`src/rtl/mips_ctrl_pipe_pkg.sv`:
```
// Shared declarations for the pipelined MIPS control path: forwarding
// select encoding and the per-stage control bundles that mips_ctrl_pipe
// carries from EX to WB. The optional MIPS_FORWARDING_EN build changes
// only hazard_unit, not these types.
package mips_decls_p;

    localparam int REGADDR_W_DEF = 5;
    localparam int ALUCTL_W_DEF  = 3;

    // ALU operand source: register file, WB-stage result or MEM-stage result.
    typedef enum logic [1:0] {
        FWD_RF  = 2'b00,
        FWD_WB  = 2'b01,
        FWD_MEM = 2'b10
    } fwd_sel_t;

    // Single-bit controls still needed once the instruction reaches EX.
    typedef struct packed {
        logic memtoreg;
        logic memwrite;
        logic alusrc;
        logic regdst;
        logic regwrite;
        logic branch;
    } ctrl_e_t;

    // Controls still needed once the instruction reaches MEM.
    typedef struct packed {
        logic memtoreg;
        logic memwrite;
        logic regwrite;
    } ctrl_m_t;

    // Controls still needed once the instruction reaches WB.
    typedef struct packed {
        logic memtoreg;
        logic regwrite;
    } ctrl_w_t;

    // Drop the EX-only fields when a bundle moves from EX to MEM.
    function automatic ctrl_m_t ctrl_e_to_m(input ctrl_e_t c);
        ctrl_m_t r;
        r.memtoreg = c.memtoreg;
        r.memwrite = c.memwrite;
        r.regwrite = c.regwrite;
        return r;
    endfunction

    // Drop the MEM-only fields when a bundle moves from MEM to WB.
    function automatic ctrl_w_t ctrl_m_to_w(input ctrl_m_t c);
        ctrl_w_t r;
        r.memtoreg = c.memtoreg;
        r.regwrite = c.regwrite;
        return r;
    endfunction

endpackage

```
`src/rtl/mips_ctrl_pipe_hazard.sv`:
```
// hazard_unit: purely combinational stall, flush, redirect and forwarding
// logic for the five-stage MIPS pipeline.
// With MIPS_FORWARDING_EN defined, EX operands are forwarded from MEM/WB
// and the only data stall is load-use. Without it, forwarding selects stay
// at FWD_RF and any ID source that matches a pending EX or MEM write stalls.
// Register 0 is never treated as a dependency. A taken branch (pcsrc_e)
// overrides stalls and jumps since both belong to the wrong path.
module hazard_unit
    import mips_decls_p::*;
#(
    parameter int REGADDR_W = REGADDR_W_DEF
) (
    input  logic [REGADDR_W-1:0] rs_d,
    input  logic [REGADDR_W-1:0] rt_d,
    input  logic                 jump_d,
    input  logic [REGADDR_W-1:0] rs_e,
    input  logic [REGADDR_W-1:0] rt_e,
    input  logic                 memtoreg_e,
    input  logic                 regwrite_e,
    input  logic                 branch_e,
    input  logic                 zero_e,
    input  logic [REGADDR_W-1:0] writereg_e,
    input  logic                 regwrite_m,
    input  logic [REGADDR_W-1:0] writereg_m,
    input  logic                 regwrite_w,
    input  logic [REGADDR_W-1:0] writereg_w,
    output logic                 stall_f,
    output logic                 stall_d,
    output logic                 flush_d,
    output logic                 flush_e,
    output logic                 pcsrc_e,
    output logic                 jump_go,
    output logic [1:0]           forward_a_e,
    output logic [1:0]           forward_b_e
);

    localparam logic [REGADDR_W-1:0] R0 = '0;

`ifdef MIPS_FORWARDING_EN
    // Newest producer wins: MEM before WB, register 0 never forwarded.
    function automatic fwd_sel_t fwd_pick(input logic [REGADDR_W-1:0] src,
                                          input logic rw_m, input logic [REGADDR_W-1:0] wr_m,
                                          input logic rw_w, input logic [REGADDR_W-1:0] wr_w);
        fwd_sel_t s;
        s = FWD_RF;
        if (src != R0 && rw_m && wr_m == src)
            s = FWD_MEM;
        else if (src != R0 && rw_w && wr_w == src)
            s = FWD_WB;
        return s;
    endfunction

    logic unused_nofwd_inputs;
    assign unused_nofwd_inputs = ^{regwrite_e, writereg_e};
`else
    logic unused_fwd_inputs;
    assign unused_fwd_inputs = ^{rs_e, regwrite_w, writereg_w};
`endif

    // Stall, flush, redirect and forward decisions for the current cycle.
    always_comb begin
        logic lwstall;
        logic depstall;
        fwd_sel_t fa;
        fwd_sel_t fb;

        lwstall  = memtoreg_e && (rt_e != R0) && ((rt_e == rs_d) || (rt_e == rt_d));
        depstall = 1'b0;
        fa       = FWD_RF;
        fb       = FWD_RF;

`ifdef MIPS_FORWARDING_EN
        fa = fwd_pick(rs_e, regwrite_m, writereg_m, regwrite_w, writereg_w);
        fb = fwd_pick(rt_e, regwrite_m, writereg_m, regwrite_w, writereg_w);
`else
        // WB producers are safe: the register file writes on the falling edge.
        depstall = ((rs_d != R0) && ((regwrite_e && writereg_e == rs_d) ||
                                     (regwrite_m && writereg_m == rs_d))) ||
                   ((rt_d != R0) && ((regwrite_e && writereg_e == rt_d) ||
                                     (regwrite_m && writereg_m == rt_d)));
`endif

        pcsrc_e     = branch_e & zero_e;
        stall_d     = (lwstall | depstall) & ~pcsrc_e;
        stall_f     = stall_d;
        jump_go     = jump_d & ~stall_d & ~pcsrc_e;
        flush_d     = pcsrc_e | jump_go;
        flush_e     = pcsrc_e | stall_d;
        forward_a_e = fa;
        forward_b_e = fb;
    end

endmodule

```
`src/rtl/mips_ctrl_pipe.sv`:
```
// mips_ctrl_pipe: carries the decoded ID-stage control bundle through the
// ID/EX, EX/MEM and MEM/WB control registers and delivers per-stage
// controls plus hazard decisions to the datapath.
// Optional build macro MIPS_FORWARDING_EN (consumed by hazard_unit)
// selects forwarding versus stall-on-dependency operation.
// ID/EX takes an all-zero bubble when flush_e is high; there is no
// enable, so a stall is realised as a bubble into EX while the front end
// holds. EX/MEM and MEM/WB load every cycle.
module mips_ctrl_pipe
    import mips_decls_p::*;
#(
    parameter int REGADDR_W = REGADDR_W_DEF,
    parameter int ALUCTL_W  = ALUCTL_W_DEF
) (
    input  logic                 clk,
    input  logic                 reset,
    input  logic                 memtoreg_d,
    input  logic                 memwrite_d,
    input  logic                 alusrc_d,
    input  logic                 regdst_d,
    input  logic                 regwrite_d,
    input  logic                 branch_d,
    input  logic                 jump_d,
    input  logic [ALUCTL_W-1:0]  alucontrol_d,
    input  logic [REGADDR_W-1:0] rs_d,
    input  logic [REGADDR_W-1:0] rt_d,
    input  logic [REGADDR_W-1:0] writereg_e,
    input  logic                 zero_e,
    output logic                 alusrc_e,
    output logic                 regdst_e,
    output logic [ALUCTL_W-1:0]  alucontrol_e,
    output logic [REGADDR_W-1:0] rs_e,
    output logic [REGADDR_W-1:0] rt_e,
    output logic                 memwrite_m,
    output logic                 regwrite_m,
    output logic [REGADDR_W-1:0] writereg_m,
    output logic [REGADDR_W-1:0] writereg_w,
    output logic                 memtoreg_w,
    output logic                 regwrite_w,
    output logic                 stall_f,
    output logic                 stall_d,
    output logic                 flush_d,
    output logic                 flush_e,
    output logic                 pcsrc_e,
    output logic                 jump_go,
    output logic [1:0]           forward_a_e,
    output logic [1:0]           forward_b_e
);

    ctrl_e_t                ctrl_e_q, ctrl_e_d;
    logic [ALUCTL_W-1:0]    alucontrol_e_q, alucontrol_e_d;
    logic [REGADDR_W-1:0]   rs_e_q, rs_e_d;
    logic [REGADDR_W-1:0]   rt_e_q, rt_e_d;
    ctrl_m_t                ctrl_m_q, ctrl_m_d;
    logic [REGADDR_W-1:0]   writereg_m_q, writereg_m_d;
    ctrl_w_t                ctrl_w_q, ctrl_w_d;
    logic [REGADDR_W-1:0]   writereg_w_q, writereg_w_d;

    hazard_unit #(.REGADDR_W(REGADDR_W)) u_hazard (
        .rs_d        (rs_d),
        .rt_d        (rt_d),
        .jump_d      (jump_d),
        .rs_e        (rs_e_q),
        .rt_e        (rt_e_q),
        .memtoreg_e  (ctrl_e_q.memtoreg),
        .regwrite_e  (ctrl_e_q.regwrite),
        .branch_e    (ctrl_e_q.branch),
        .zero_e      (zero_e),
        .writereg_e  (writereg_e),
        .regwrite_m  (ctrl_m_q.regwrite),
        .writereg_m  (writereg_m_q),
        .regwrite_w  (ctrl_w_q.regwrite),
        .writereg_w  (writereg_w_q),
        .stall_f     (stall_f),
        .stall_d     (stall_d),
        .flush_d     (flush_d),
        .flush_e     (flush_e),
        .pcsrc_e     (pcsrc_e),
        .jump_go     (jump_go),
        .forward_a_e (forward_a_e),
        .forward_b_e (forward_b_e)
    );

    // Next-state for all three control registers; flush_e turns ID/EX into a bubble.
    always_comb begin
        ctrl_e_d       = '0;
        alucontrol_e_d = '0;
        rs_e_d         = '0;
        rt_e_d         = '0;
        if (!flush_e) begin
            ctrl_e_d.memtoreg = memtoreg_d;
            ctrl_e_d.memwrite = memwrite_d;
            ctrl_e_d.alusrc   = alusrc_d;
            ctrl_e_d.regdst   = regdst_d;
            ctrl_e_d.regwrite = regwrite_d;
            ctrl_e_d.branch   = branch_d;
            alucontrol_e_d    = alucontrol_d;
            rs_e_d            = rs_d;
            rt_e_d            = rt_d;
        end
        ctrl_m_d     = ctrl_e_to_m(ctrl_e_q);
        writereg_m_d = writereg_e;
        ctrl_w_d     = ctrl_m_to_w(ctrl_m_q);
        writereg_w_d = writereg_m_q;
    end

    // Stage registers; an async reset discards every in-flight bundle.
    always_ff @(posedge clk or posedge reset) begin
        if (reset) begin
            ctrl_e_q       <= '0;
            alucontrol_e_q <= '0;
            rs_e_q         <= '0;
            rt_e_q         <= '0;
            ctrl_m_q       <= '0;
            writereg_m_q   <= '0;
            ctrl_w_q       <= '0;
            writereg_w_q   <= '0;
        end else begin
            ctrl_e_q       <= ctrl_e_d;
            alucontrol_e_q <= alucontrol_e_d;
            rs_e_q         <= rs_e_d;
            rt_e_q         <= rt_e_d;
            ctrl_m_q       <= ctrl_m_d;
            writereg_m_q   <= writereg_m_d;
            ctrl_w_q       <= ctrl_w_d;
            writereg_w_q   <= writereg_w_d;
        end
    end

    assign alusrc_e     = ctrl_e_q.alusrc;
    assign regdst_e     = ctrl_e_q.regdst;
    assign alucontrol_e = alucontrol_e_q;
    assign rs_e         = rs_e_q;
    assign rt_e         = rt_e_q;
    assign memwrite_m   = ctrl_m_q.memwrite;
    assign regwrite_m   = ctrl_m_q.regwrite;
    assign writereg_m   = writereg_m_q;
    assign writereg_w   = writereg_w_q;
    assign memtoreg_w   = ctrl_w_q.memtoreg;
    assign regwrite_w   = ctrl_w_q.regwrite;

endmodule

```
`config.mk`:
```
export PLATFORM = sky130hd
export DESIGN_NAME = mips_ctrl_pipe
export DESIGN_NICKNAME = d
export VERILOG_FILES = /design/src/rtl/mips_ctrl_pipe_pkg.sv /design/src/rtl/mips_ctrl_pipe_hazard.sv /design/src/rtl/mips_ctrl_pipe.sv
export SDC_FILE = /design/constraint.sdc
export NUM_CORES = 1
export LEC_CHECK = 0
export ABC_AREA = 1
export BUFFER_PORTS_ARGS = -buffer_cell sky130_fd_sc_hd__buf_2
export CORE_MARGIN = 4
export CORE_UTILIZATION = 45
export DETAILED_ROUTE_END_ITERATION = 12
export HOLD_SLACK_MARGIN = 0.06
export MAX_ROUTING_LAYER = met4
export PLACE_DENSITY = 0.77
export REMOVE_ABC_BUFFERS = 1
export SYNTH_ARGS = -nofsm -noshare
export SYNTH_HDL_FRONTEND = slang
export SYNTH_SLANG_ARGS = --single-unit
```
`constraint.sdc`:
```
create_clock -name clk -period 2.4 [get_ports clk]
set_input_delay 0.24 -clock clk [delete_from_list [all_inputs] [get_ports clk]]
set_output_delay 0.24 -clock clk [all_outputs]
set_load 0.02 [all_outputs]
```
==> results.txt <==
Post-Syn Area -> 1700 um^2
R2R depth -> 10
Remaining Overflow, GRT -> 0
H-tree depth -> 2
sequential fraction of the synthesis area -> 50.1%
Root Buffer -> clkbuf_8
Final Max Slew Viols -> 0
Slew HR -> 53.8%
Syn Inst Count -> 222
Net Sw Frac -> 33.0%
sequential share of power -> 45.3%
clock share of power -> 29.9%
Detailed Routing Iterations Pass 1 -> 4
Largest stage delay, worst path -> 0.42 ns
critical path endpoint -> jump_go
crit path time final -> 1.95 ns
gr busiest metal -> met2
routed vias -> 1519
worst-case clock buffer depth -> 2
WP data required -> 2.16 ns
Netlist cell types -> 20
WS Path Type -> reg -> out
crit-path cells -> inv_1 > nand2_1 > nand2_1 > nor2_1 > nand3_1 > nand2_1 > nand2_1 > nand4_4 > nor2_2 > buf_2
core area -> 3660 um^2
wire length per cell -> 11.4 um
status -> finished clean
dpl cell area -> 2030 um^2
Top delay family on crit path -> simple AND/OR/NAND/NOR gates
most common cell after layout, fill and taps aside -> nand2_1
Layout Skew -> 0.00275 ns
CTS tree -> done
Post-Layout Cell Count -> 338
CP max FO -> 8
GRT Overall Usage -> 17.8%
cts bufs inserted -> 5
setup repair bufs after CTS -> 0
number of nets in the layout -> 317
Gate power share -> 24.8%
Placer Congestion -> 0.921
cell area after layout -> 2130 um^2
commonest non-fill, non-tap cells in the layout -> nand2_1, buf_2, inv_1
CP Buf/Inv Count -> 2
clk sinks -> 34
Worst-Margin Slew -> 0.692 ns
met3 Use GR -> 4.35%
critical path capture point type -> output port
Die H -> 69.4 um
Worst-Skew Late Latency -> 0.29 ns
Cells after DPL -> 330
r2r endpoint -> ctrl_e_q[5]
Crit. path cell count -> 10
Std-Cell Rows -> 22
setup TNS -> 0 ns
n_diodes -> 0
CP arrival -> 1.71 ns
max-cap violations -> 0
Reg2Reg Setup Slack -> 0.75 ns
switching power -> 481 uW
first-pass GRT wire length -> 6.43 mm
Power Dens Cells -> 686 nW/um^2
routing usage on met1 -> 21.0%
synthesis-to-finish area growth -> 25.4%
die footprint -> 4820 um^2
Final setup viols -> 0
crit share post-route -> 81.4%
vias in the first global route -> 1454
initial antenna violation count -> 0
Leak -> 0.00129 uW
final worst slack -> 0.446 ns
P_int -> 979 uW
startpoint types -> flop
layout cells sized above 1 -> 33.1%
Worst path most repeated cell -> nand2_1
Post-DP HPWL -> 3.06 mm
Hold Fails Final Rpt -> 0
Fin Hold WS -> 0.0476 ns
fillers -> 330
clk slew on worst S/H paths -> 0.07 ns
CP max stage cell -> dfrtp_1
Vias/cell -> 4.49
Post-Route WL -> 3.86 mm
VDD IR max -> 0.339 mV
cts hold-fix bufs -> 0
start of the worst register-to-register path -> writereg_m[3]
Die W -> 69.4 um
Yosys reg bits -> 34
largest net degree at the start of global routing -> 20
Place WS -> 0.744 ns
Ys Warns -> 0
I/O pin count -> 67
M2 GR Usage -> 28.3%
RSZ-0062 raised after global routing -> false
starting density of the core -> 46.3%
port bufs -> 62
Avg Cell Area, Syn -> 7.64 um^2
Fmax -> 512 MHz
initial drt markers -> 112
DRT antenna net count -> 0
# resized after CTS -> 0
crit path launch -> writereg_m[4]
DRC viols -> 0
Worst Hold Class -> in -> async
-- kinds of logic after synthesis --
logic type / after synthesis / share of synthesized area, %
flops: 34 / 50.1
simple gates: 134 / 34.6
compound gates: 4 / 1.33
xor+xnor: 3 / 1.55
other cells: 1 / 0.221
buf+inv: 46 / 12.2
-- synth_stat cells (all sizes together) --
| cell | number | area share [%] |
|---|---|---|
| xor2 | 1 | 0.52 |
| nor2 | 39 | 11 |
| nand3 | 9 | 2.7 |
| dfrtp | 34 | 50 |
| nor3 | 2 | 0.59 |
| o21bai | 1 | 0.44 |
| a21oi | 1 | 0.29 |
| o21ai | 2 | 0.59 |
| xnor2 | 2 | 1.0 |
| conb | 1 | 0.22 |
| inv | 39 | 8.6 |
| buf | 7 | 3.5 |
| nand4 | 2 | 1.6 |
| nand2 | 82 | 18 |
-- worst register-to-register path, cell delays in order, from the launching register on --
cell	delay (ns)
dfrtp_1	0.47
inv_1	0.07
nand2_1	0.06
nand2_1	0.05
nor2_1	0.10
nand3_1	0.08
nand2_1	0.07
nand2_1	0.09
nand4_4	0.19
buf_4	0.29
nor2_1	0.07
-- sequential cells by signal, indices dropped and copies added (netlist names), 3 cells and up --
register,cells
rs_e,5
writereg_w,5
ctrl_e_q,4
writereg_m,5
rt_e,5
alucontrol_e,3
-- routing by layer --
metal / share of wire (%) / up-vias
li1: - / 774
met5: 0 / -
met4: 3.2 / 0
met1: 41 / 673
met3: 7.9 / 13
met2: 48 / 59
-- power groups by stage --
stage	sequential [uW]	clock, uW	combinational (uW)
5_1_grt	668	478	402
4_1_cts	661	448	367
3_3_place_gp	671	0	361
6_report	662	437	361
2_1_floorplan	729	0	172
3_5_place_dp	672	0	366
-- stage by stage --
stage / power (uW) / util [%]
global placement: 1030 / 55.5
global route: 1550 / 58.1
floorplan: 901 / -
CTS: 1480 / 58.1
finish: 1460 / 58.1
detailed placement: 1040 / 55.5
-- worst min path at each step --
stage                               end           from  depth (start not counted)  slack (ns)
final                        memwrite_m          reset                          2        0.05
after floorplan           writereg_m[0]  writereg_e[0]                          0        0.27
after CTS                 writereg_m[0]  writereg_e[0]                          1        0.06
after detailed placement     memtoreg_w    ctrl_m_q[2]                          0        0.34
after global routing      writereg_m[0]  writereg_e[0]                          1        0.06
after global placement       memtoreg_w    ctrl_m_q[2]                          0        0.33
-- area by class of cell --
type / count / area (um^2) / area share, %
clock inverters: 2 / 12.5 / 0.588
repair buffers: 64 / 325 / 15.3
inverters: 39 / 146 / 6.88
well taps: 48 / 60.1 / 2.82
clock buffers: 6 / 82.6 / 3.88
multi-input cells: 145 / 651 / 30.6
flip-flops and latches: 34 / 851 / 40.0
No activity file was read; power rests on OpenSTA's default activity.
